$ cat src/rtl/frame_chan_serializer.sv
// Header-locked frame parser with CRC-16/CCITT-FALSE check, one-deep hold buffer and
// NUM_CH-lane MSB-first serializer. Define FRAME_CHAN_GRAY_EN to serialize payload in Gray code.
module frame_chan_serializer #(
   parameter int          NUM_CH  = 8,
   parameter logic [15:0] HEADER  = 16'hE0E0,
   parameter int          TIMEOUT = 64
) (
   input  logic              clk_in,
   input  logic              rst_n,
   input  logic [15:0]       data_in,
   input  logic              data_in_vld,
   output logic [NUM_CH-1:0] data_out,
   output logic [NUM_CH-1:0] data_vld,
   output logic              crc_valid,
   output logic              crc_err,
   output logic              frame_drop,
   output logic              frame_abort,
   output logic              busy
);

   localparam int SW = (NUM_CH > 1) ? $clog2(NUM_CH) : 1;
   localparam int TW = $clog2(TIMEOUT + 1);
   localparam logic [SW-1:0] LAST_SLOT = SW'(NUM_CH - 1);
   localparam logic [TW-1:0] LAST_IDLE = TW'(TIMEOUT - 1);

   typedef enum logic [1:0] {
      S_IDLE  = 2'd0,
      S_CTRL  = 2'd1,
      S_DATA  = 2'd2,
      S_CHECK = 2'd3
   } state_t;

   // CRC-16/CCITT-FALSE, one full word per call, MSB first.
   function automatic logic [15:0] crc16_word(input logic [15:0] crc, input logic [15:0] word);
      logic [15:0] c;
      logic        fb;
      c = crc;
      for (int b = 15; b >= 0; b--) begin
         fb = c[15] ^ word[b];
         c  = {c[14:0], 1'b0};
         if (fb) c = c ^ 16'h1021;
      end
      return c;
   endfunction

   function automatic logic [15:0] lane_word(input logic [15:0] w);
`ifdef FRAME_CHAN_GRAY_EN
      return w ^ (w >> 1);
`else
      return w;
`endif
   endfunction

   // Parser state
   state_t            r_state;
   logic [15:0]       r_crc;
   logic [SW-1:0]     r_slot;
   logic [TW-1:0]     r_idle_cnt;
   logic [NUM_CH-1:0] r_rx_mask;
   logic [15:0]       r_rx_data [NUM_CH];
   logic              r_crc_valid;
   logic              r_crc_err;
   logic              r_frame_drop;
   logic              r_frame_abort;

   // Hold buffer
   logic              r_hold_full;
   logic [NUM_CH-1:0] r_hold_mask;
   logic [15:0]       r_hold_data [NUM_CH];

   // Serializer
   logic              r_ser_active;
   logic [3:0]        r_bit_cnt;
   logic [NUM_CH-1:0] r_ser_mask;
   logic [15:0]       r_shreg [NUM_CH];

   logic [15:0] w_crc_next;
   logic        w_in_frame;
   logic        w_timeout;
   logic        w_pass;
   logic        w_fail;
   logic        w_load;
   logic        w_accept;

   assign w_crc_next = crc16_word(r_crc, data_in);
   assign w_in_frame = (r_state != S_IDLE);
   assign w_timeout  = w_in_frame && !data_in_vld && (r_idle_cnt == LAST_IDLE);
   assign w_pass     = (r_state == S_CHECK) && data_in_vld && (data_in == r_crc);
   assign w_fail     = (r_state == S_CHECK) && data_in_vld && (data_in != r_crc);
   // Loading on the last shifted bit keeps consecutive frames gapless.
   assign w_load     = r_hold_full && (!r_ser_active || (r_bit_cnt == 4'd15));
   // A load in the same cycle frees the hold slot before the new frame is written.
   assign w_accept   = w_pass && (!r_hold_full || w_load);

   always_ff @(posedge clk_in or negedge rst_n) begin
      if (!rst_n) begin
         r_state       <= S_IDLE;
         r_crc         <= 16'hFFFF;
         r_slot        <= '0;
         r_idle_cnt    <= '0;
         r_rx_mask     <= '0;
         r_crc_valid   <= 1'b0;
         r_crc_err     <= 1'b0;
         r_frame_drop  <= 1'b0;
         r_frame_abort <= 1'b0;
         for (int i = 0; i < NUM_CH; i++) r_rx_data[i] <= '0;
      end else begin
         r_crc_valid   <= 1'b0;
         r_crc_err     <= 1'b0;
         r_frame_drop  <= 1'b0;
         r_frame_abort <= 1'b0;

         if (!w_in_frame || data_in_vld) r_idle_cnt <= '0;
         else                            r_idle_cnt <= r_idle_cnt + 1'b1;

         if (w_timeout) begin
            r_frame_abort <= 1'b1;
            r_state       <= S_IDLE;
            r_crc         <= 16'hFFFF;
            r_idle_cnt    <= '0;
         end else begin
            case (r_state)
               S_IDLE: begin
                  if (data_in_vld && (data_in == HEADER)) r_state <= S_CTRL;
               end
               S_CTRL: begin
                  if (data_in_vld) begin
                     r_rx_mask <= data_in[NUM_CH-1:0];
                     r_crc     <= w_crc_next;
                     r_slot    <= '0;
                     r_state   <= S_DATA;
                  end
               end
               S_DATA: begin
                  if (data_in_vld) begin
                     r_rx_data[r_slot] <= data_in;
                     r_crc             <= w_crc_next;
                     if (r_slot == LAST_SLOT) r_state <= S_CHECK;
                     else                     r_slot  <= r_slot + 1'b1;
                  end
               end
               S_CHECK: begin
                  if (data_in_vld) begin
                     r_crc_valid  <= w_pass;
                     r_crc_err    <= w_fail;
                     r_frame_drop <= w_pass && !w_accept;
                     r_crc        <= 16'hFFFF;
                     r_state      <= S_IDLE;
                  end
               end
               default: r_state <= S_IDLE;
            endcase
         end
      end
   end

   always_ff @(posedge clk_in or negedge rst_n) begin
      if (!rst_n) begin
         r_hold_full <= 1'b0;
         r_hold_mask <= '0;
         for (int i = 0; i < NUM_CH; i++) r_hold_data[i] <= '0;
      end else begin
         if (w_accept) begin
            r_hold_full <= 1'b1;
            r_hold_mask <= r_rx_mask;
            for (int i = 0; i < NUM_CH; i++) r_hold_data[i] <= r_rx_data[i];
         end else if (w_load) begin
            r_hold_full <= 1'b0;
         end
      end
   end

   always_ff @(posedge clk_in or negedge rst_n) begin
      if (!rst_n) begin
         r_ser_active <= 1'b0;
         r_bit_cnt    <= '0;
         r_ser_mask   <= '0;
         for (int i = 0; i < NUM_CH; i++) r_shreg[i] <= '0;
      end else begin
         if (w_load) begin
            r_ser_active <= 1'b1;
            r_bit_cnt    <= '0;
            r_ser_mask   <= r_hold_mask;
            for (int i = 0; i < NUM_CH; i++) r_shreg[i] <= lane_word(r_hold_data[i]);
         end else if (r_ser_active) begin
            r_bit_cnt <= r_bit_cnt + 4'd1;
            for (int i = 0; i < NUM_CH; i++) r_shreg[i] <= {r_shreg[i][14:0], 1'b0};
            if (r_bit_cnt == 4'd15) r_ser_active <= 1'b0;
         end
      end
   end

   genvar gi;
   generate
      for (gi = 0; gi < NUM_CH; gi++) begin : g_lane
         assign data_vld[gi] = r_ser_active & r_ser_mask[gi];
         assign data_out[gi] = r_ser_active & r_ser_mask[gi] & r_shreg[gi][15];
      end
   endgenerate

   assign crc_valid   = r_crc_valid;
   assign crc_err     = r_crc_err;
   assign frame_drop  = r_frame_drop;
   assign frame_abort = r_frame_abort;
   assign busy        = w_in_frame | r_hold_full | r_ser_active;

endmodule
$ cat config.mk
export PLATFORM = sky130hd
export DESIGN_NAME = frame_chan_serializer
export DESIGN_NICKNAME = d
export VERILOG_FILES = /design/src/rtl/frame_chan_serializer.sv
export SDC_FILE = /design/constraint.sdc
export NUM_CORES = 1
export LEC_CHECK = 0
export ABC_AREA = 1
export BUFFER_PORTS_ARGS = -buffer_cell sky130_fd_sc_hd__buf_2
export CORE_MARGIN = 3
export CORE_UTILIZATION = 60
export CTS_BUF_LIST = sky130_fd_sc_hd__clkbuf_4
export DETAILED_ROUTE_END_ITERATION = 16
export GPL_TIMING_DRIVEN = 0
export PLACE_DENSITY = 0.77
export SLEW_MARGIN = 10
export SYNTH_ARGS = -nofsm -noshare
export SYNTH_HDL_FRONTEND = slang
export SYNTH_SLANG_ARGS = --single-unit
$ cat constraint.sdc
create_clock -name clk_in -period 2.4 [get_ports clk_in]
set_input_delay 0.12 -clock clk_in [delete_from_list [all_inputs] [get_ports clk_in]]
set_output_delay 0.12 -clock clk_in [all_outputs]
set_load 0.005 [all_outputs]
## After elaboration in Yosys (flattened, before gate mapping)

Index checks and enable logic that the tools add are counted.

| word-level totals | value |
|---|---|
| memory bits (writable) | 0 |
| ROM bits | 0 |
| bits in latches | 0 |
| register bits | 446 |
| memories | 0 |
| output and inout bits | 21 |

| cells by class | value |
|---|---|
| multiply operators | 0 |
| reductions and logical operators | 30 |
| add/subtract/negate cells | 3 |
| magnitude comparators | 2 |
| bitwise operators | 52 |
| shift-type cells | 0 |
| multiplexer cells | 55 |
| equality and inequality tests | 18 |
| div/mod/pow operators | 0 |

Operator list:

| cell | count |
|---|---|
| 128-bit 2-to-1 mux | 2 |
| 13-bit 2-to-1 mux | 16 |
| 128-bit bitwise mux | 1 |
| 16-bit 2-to-1 mux | 4 |
| 16-bit demux with 3-bit select | 1 |
| 3-bit NOT | 16 |
| 16-bit one-hot mux with 2 select lines | 1 |
| 1-bit AND | 16 |
| 16-bit equality test | 1 |
| 16-bit equality test (second input constant) | 1 |
| 16-bit != test | 1 |
| 1-bit bitwise XOR | 16 |
| 1-bit 2-to-1 mux | 15 |
| 3-bit != test (second input constant) | 5 |
| 7-bit 2-to-1 mux | 2 |
| 2-bit 2-to-1 mux | 6 |
| 1-bit logical AND | 10 |
| 5-bit AND reduction | 2 |
| 3-bit 2-to-1 mux | 3 |
| 3-bit AND reduction | 3 |
| 4-bit 2-to-1 mux | 2 |
| 2-bit one-hot mux with 4 select lines | 1 |
| 2-bit nonzero test | 4 |
| 7-bit by 1-bit adder with 7-bit output (second input constant) | 1 |
| 20 further kinds | 30 |

## Depth between registers and ports, before layout

| depth | value |
|---|---|
| depth in word-level cells | 35 |
| depth in mapped cells | 14 |
| depth with buffers taken out | 14 |

## Least setup slack after synthesis

Ideal clock, no wire load.

| timing | value |
|---|---|
| kind | register to register |
| from | reg r_crc[14] |
| to | reg r_hold_data[103] (netlist name) |
| period minus slack after synthesis | 1.784 ns |
| buffers on the path | 3 |
| arrival time | 1.663 ns |
| library setup time | 0.121 ns |
| cell stages (with the launch flop) | 12 |
| path slack | 0.616 ns |
| cells stage by stage | dfstp_2 xnor2_1 nand2_1 nor3_2 nand3_1 nor2_2 nand3_2 buf_6 buf_6 buf_6 nand2_1 o21ai_1 |

| between the ends | value |
|---|---|
| cells in the longest elaborated chain, start to end | 3 |

RTL lines:

| element | line | RTL |
|---|---|---|
| from (decl) | 56 | `logic [15:0] r_crc;` |
| from (signal assigned) | 129 | `r_crc <= w_crc_next;` |
| from (signal assigned) | 137 | `r_crc <= w_crc_next;` |
| 16-bit equality test | 88 | `assign w_pass = (r_state == S_CHECK) && data_in_vld && (data_in == r_crc);` |
| 1-bit logical AND | 88 |  |
| 1-bit logical AND | 93 | `assign w_accept = w_pass && (!r_hold_full \|\| w_load);` |
| to (decl) | 69 | `logic [15:0] r_hold_data [NUM_CH];` |

Every way passes these cells.
A chain may end at the register's enable or synchronous reset.

## Worst setup path in the final report

| timing | value |
|---|---|
| from | reg r_ser_active |
| to | out busy |

| between the ends | value |
|---|---|
| cells in the longest elaborated chain, start to end | 1 |

RTL lines:

| element | line | RTL |
|---|---|---|
| from (decl) | 72 | `logic r_ser_active;` |
| from (signal assigned) | 175 | `r_ser_active <= 1'b0;` |
| from (signal assigned) | 181 | `r_ser_active <= 1'b1;` |
| from (signal assigned) | 188 | `if (r_bit_cnt == 4'd15) r_ser_active <= 1'b0;` |
| 1-bit OR | 205 | `assign busy = w_in_frame \| r_hold_full \| r_ser_active;` |
| to (decl) | 18 | `output logic busy` |

Every way passes these cells.

==> summary.txt <==
Route
  – Routed WL per cell: 17.2 µm
  – DRT iter0 DRCs: 1,183
  – Mean number of vias per cell: 5.48
  – Via Count: 15,269
  – DRT antenna net count: 0
  – DR DRC count: 0
  – First-pass iteration count of the detailed router: 6
  – Routed Wire Length: 47,900 µm

Global route
  – Initial antenna violation count: 2
  – First-pass GRT wire length: 78,000 µm
  – Number of global-route vias before repair: 15,051
  – Pin count of the biggest net entering global routing: 113
  – Residual overflow from global routing: 0
  – Total Routing Usage GR: 0.296

Outcome
  – Outcome: finished clean

Die
  – Chip width: 183 µm
  – Die H: 183 µm
  – Std-Cell Rows: 64
  – Initial Utilization: 0.611
  – Die ar.: 33,400 µm²
  – Core area: 30,700 µm²
  – # IOs: 40

Clocking
  – Clock slew at reported path FFs: 0.06 ns
  – CTS max path bufs: 3
  – Cts bufs inserted: 112
  – Sink Count: 446
  – Insertion delay to the later sink of the worst-skew pair: 0.79 ns
  – TritonCTS clock tree: done
  – Root Buffer: clkbuf_4
  – H-Tree Depth: 3

Synthesis
  – Seq/Total Area, Yosys: 0.597
  – Post-synthesis instance total: 2,141
  – Syn Std Cell Area: 18,700 µm²
  – Ys Warns: 0
  – FF+latch count, synth: 446
  – Library cells used by synthesis: 30
  – Mapped Nets: 2,169
  – Mean Syn Cell Area: 8.75 µm²

Layout
  – Multi-input gate area: 6180 µm²
  – Post-route cell area: 21,300 µm²
  – Area Growth Syn to Fin: 13.6%
  – Fill count: 2,424
  – Register area: 11,200 µm²
  – Layout cell share with drive strength beyond 1: 0.129
  – Final nets: 2,350

Setup path
  – CP endpoint kind: output port
  – Crit path arrival time: 2.18 ns
  – WP data required: 2.28 ns
  – Worst path max stage delay: 0.42 ns
  – RR Endpoint: r_crc[7]
  – CP max-delay cell: dfrtp_1
  – R2R depth: 11
  – Crit path kind: reg2out
  – Crit path from: r_ser_active
  – Crit path to: busy
  – Crit path cell chain: nor2_4 > clkbuf_8 > nand2_1 > buf_2
  – Startpoint Class: register
  – R2R Path Start: r_crc[14]
  – R2R Setup Slk: 0.15 ns
  – Crit Path Max Fanout: 19

Timing
  – Final-report max-slew violation count: 0
  – Endpoints failing setup: 0
  – Fin Hold WS: 0.0880 ns
  – Final Critical Period: 2.30 ns
  – Final Cycle Share: 0.957
  – Worst slew pin tran: 1.09 ns
  – PnR worst setup slack: 0.104 ns
  – Clk_skew: 0.0447 ns
  – Rel. slew slack: 0.270
  – Fmax: 0.436 GHz
  – Final Hold Viols: 0

Placed design
  – Dpl hpwl: 30,200 µm
  – Cell area after placement: 19,500 µm²
  – Final GP Congestion: 0.886
  – Port buffer count: 38
  – Dpl ws: -0.414 ns

Hold path
  – Hold Path Class: in2reg

Power and ir drop
  – Pwr dens: 922 nW/µm²
  – Peak VDD IR: 0.000857 V
  – Leak pwr: 10.5 nW

Job
  – Max_cap viols: 0
## layout by cell type, fill, tap and decap left out, types with 6 or more instances in the layout
cell           instances
nand2_1              673
dfrtp_1              430
nand3_1              257
inv_1                228
o21ai_0              212
clkbuf_4             170
o21ai_1               75
buf_2                 62
clkbuf_1              56
nor2_1                39
dlygate4sd3_1         25
dfstp_2               16
xor2_1                15
clkbuf_2              12
xnor2_1               10
buf_6                 10
buf_1                  9
ha_1                   9
o311ai_0               8
o211ai_1               8
or2_2                  7
clkinv_1               7
nand4_1                6
a21oi_1                6
nor3_1                 6
o21ai_2                6
## sequential cells by signal, summed over array words and instances (netlist names), 2 cells and up
| register | count |
|---|---|
| r_bit_cnt | 4 |
| r_crc | 16 |
| r_hold_data | 128 |
| r_hold_mask | 8 |
| r_idle_cnt | 7 |
| r_rx_data | 128 |
| r_rx_mask | 8 |
| r_ser_mask | 8 |
| r_shreg | 128 |
| r_slot | 3 |
| r_state | 2 |
## kinds of logic after synthesis
logic type               Yosys count  share of synthesized area
flip-flops                       446                      0.597
AND/OR/NAND/NOR                  996                      0.221
buffers and inverters            346                     0.0749
XOR/XNOR                          27                     0.0126
adder cells (fa/ha/maj)            9                    0.00601
AO/OA/AOI/OAI                    317                     0.0888
## cell usage after synthesis
| library cell | n | area, µm² |
|---|---|---|
| dfrtp_1 | 430 | 10800 |
| or2_2 | 7 | 43.8 |
| o21ai_0 | 213 | 1070 |
| xor2_1 | 16 | 140 |
| nor2_1 | 40 | 150 |
| nor3_1 | 6 | 30.0 |
| nor3_2 | 1 | 10.0 |
| nand2_2 | 1 | 6.26 |
| nand4_1 | 6 | 37.5 |
| o21ai_2 | 6 | 52.6 |
| inv_1 | 228 | 856 |
| nand3_2 | 1 | 10.0 |
| buf_1 | 9 | 33.8 |
| a22oi_1 | 2 | 15.0 |
| buf_6 | 10 | 113 |
| buf_2 | 24 | 120 |
| clkbuf_1 | 73 | 274 |
| inv_2 | 2 | 7.51 |
| ha_1 | 9 | 113 |
| nand2_1 | 674 | 2530 |
| o21ai_1 | 74 | 370 |
| a21oi_1 | 6 | 30.0 |
| o311ai_0 | 8 | 70.1 |
| nor3b_1 | 1 | 7.51 |
| nand3_1 | 257 | 1290 |
| nor2_2 | 1 | 6.26 |
| nor3_4 | 1 | 16.3 |
| o211ai_1 | 8 | 60.1 |
| dfstp_2 | 16 | 420 |
| xnor2_1 | 11 | 96.3 |
## repair_timing
| item | CTS | global route |
|---|---|---|
| gates resized for setup | 8 | 32 |
| pin swaps | 0 | 2 |
| endpoints found under the setup margin | 121 | 148 |
| hold endpoints to repair | 304 | 0 |
| hold buffers | 26 | 0 |
| buffers inserted | 0 | 1 |
## worst min path at each step
stage	from	endpoint	slack [ns]	cells after the start
global placement	r_idle_cnt[0]	r_idle_cnt[0]	0.45	1
global route	data_in[9]	r_rx_data[9]	0.07	3
CTS	data_in[9]	r_crc[5]	0.02	9
floorplan	rst_n	crc_err	-0.18	0
detailed placement	rst_n	r_shreg[70]	0.08	1
finish	data_in[9]	r_crc[5]	0.09	9
## layer usage
layer  vias up  track usage  wire length, µm
li1       7235            -                -
met1      7395        0.393            20100
met2       504        0.486            23100
met3       135       0.0548             2920
met4         0        0.122             1790
met5         -            0                0
## critical path, delay by kind of cell (launching register included)
family        cells  cell delay (ns)
buf+inv           2             0.49
flops             1             0.42
simple gates      2             0.47
## metrics by stage
stage	total power, mW	instances	util	TNS (ns)
detailed placement	13.1	2579	0.637	-29.44
finish	19.6	2787	0.694	0
global route	20.9	2787	0.694	-0.00139
global placement	12.9	2575	0.633	-3263.62
CTS	19.6	2786	0.692	0
floorplan	12.0	2141	-	0
## where the power goes
part / internal [mW] / switching (mW) / leakage [nW]
clock network: 3.49 / 2.97 / 0.840
logic: 1.41 / 2.50 / 3.52
registers: 8.64 / 0.620 / 6.11
total: 13.5 / 6.09 / 10.5
## area by class of cell
| type | count | area share |
|---|---|---|
| diodes | 1 | 0.000118 |
| plain buffers | 114 | 0.0264 |
| clock buffers | 170 | 0.0600 |
| clock inverters | 12 | 0.00600 |
| inverters | 230 | 0.0406 |
| multi-input cells | 1349 | 0.290 |
| flip-flops and latches | 446 | 0.525 |
| well taps | 396 | 0.0233 |
| repair buffers | 69 | 0.0280 |
(Power assumes the default switching activity.)
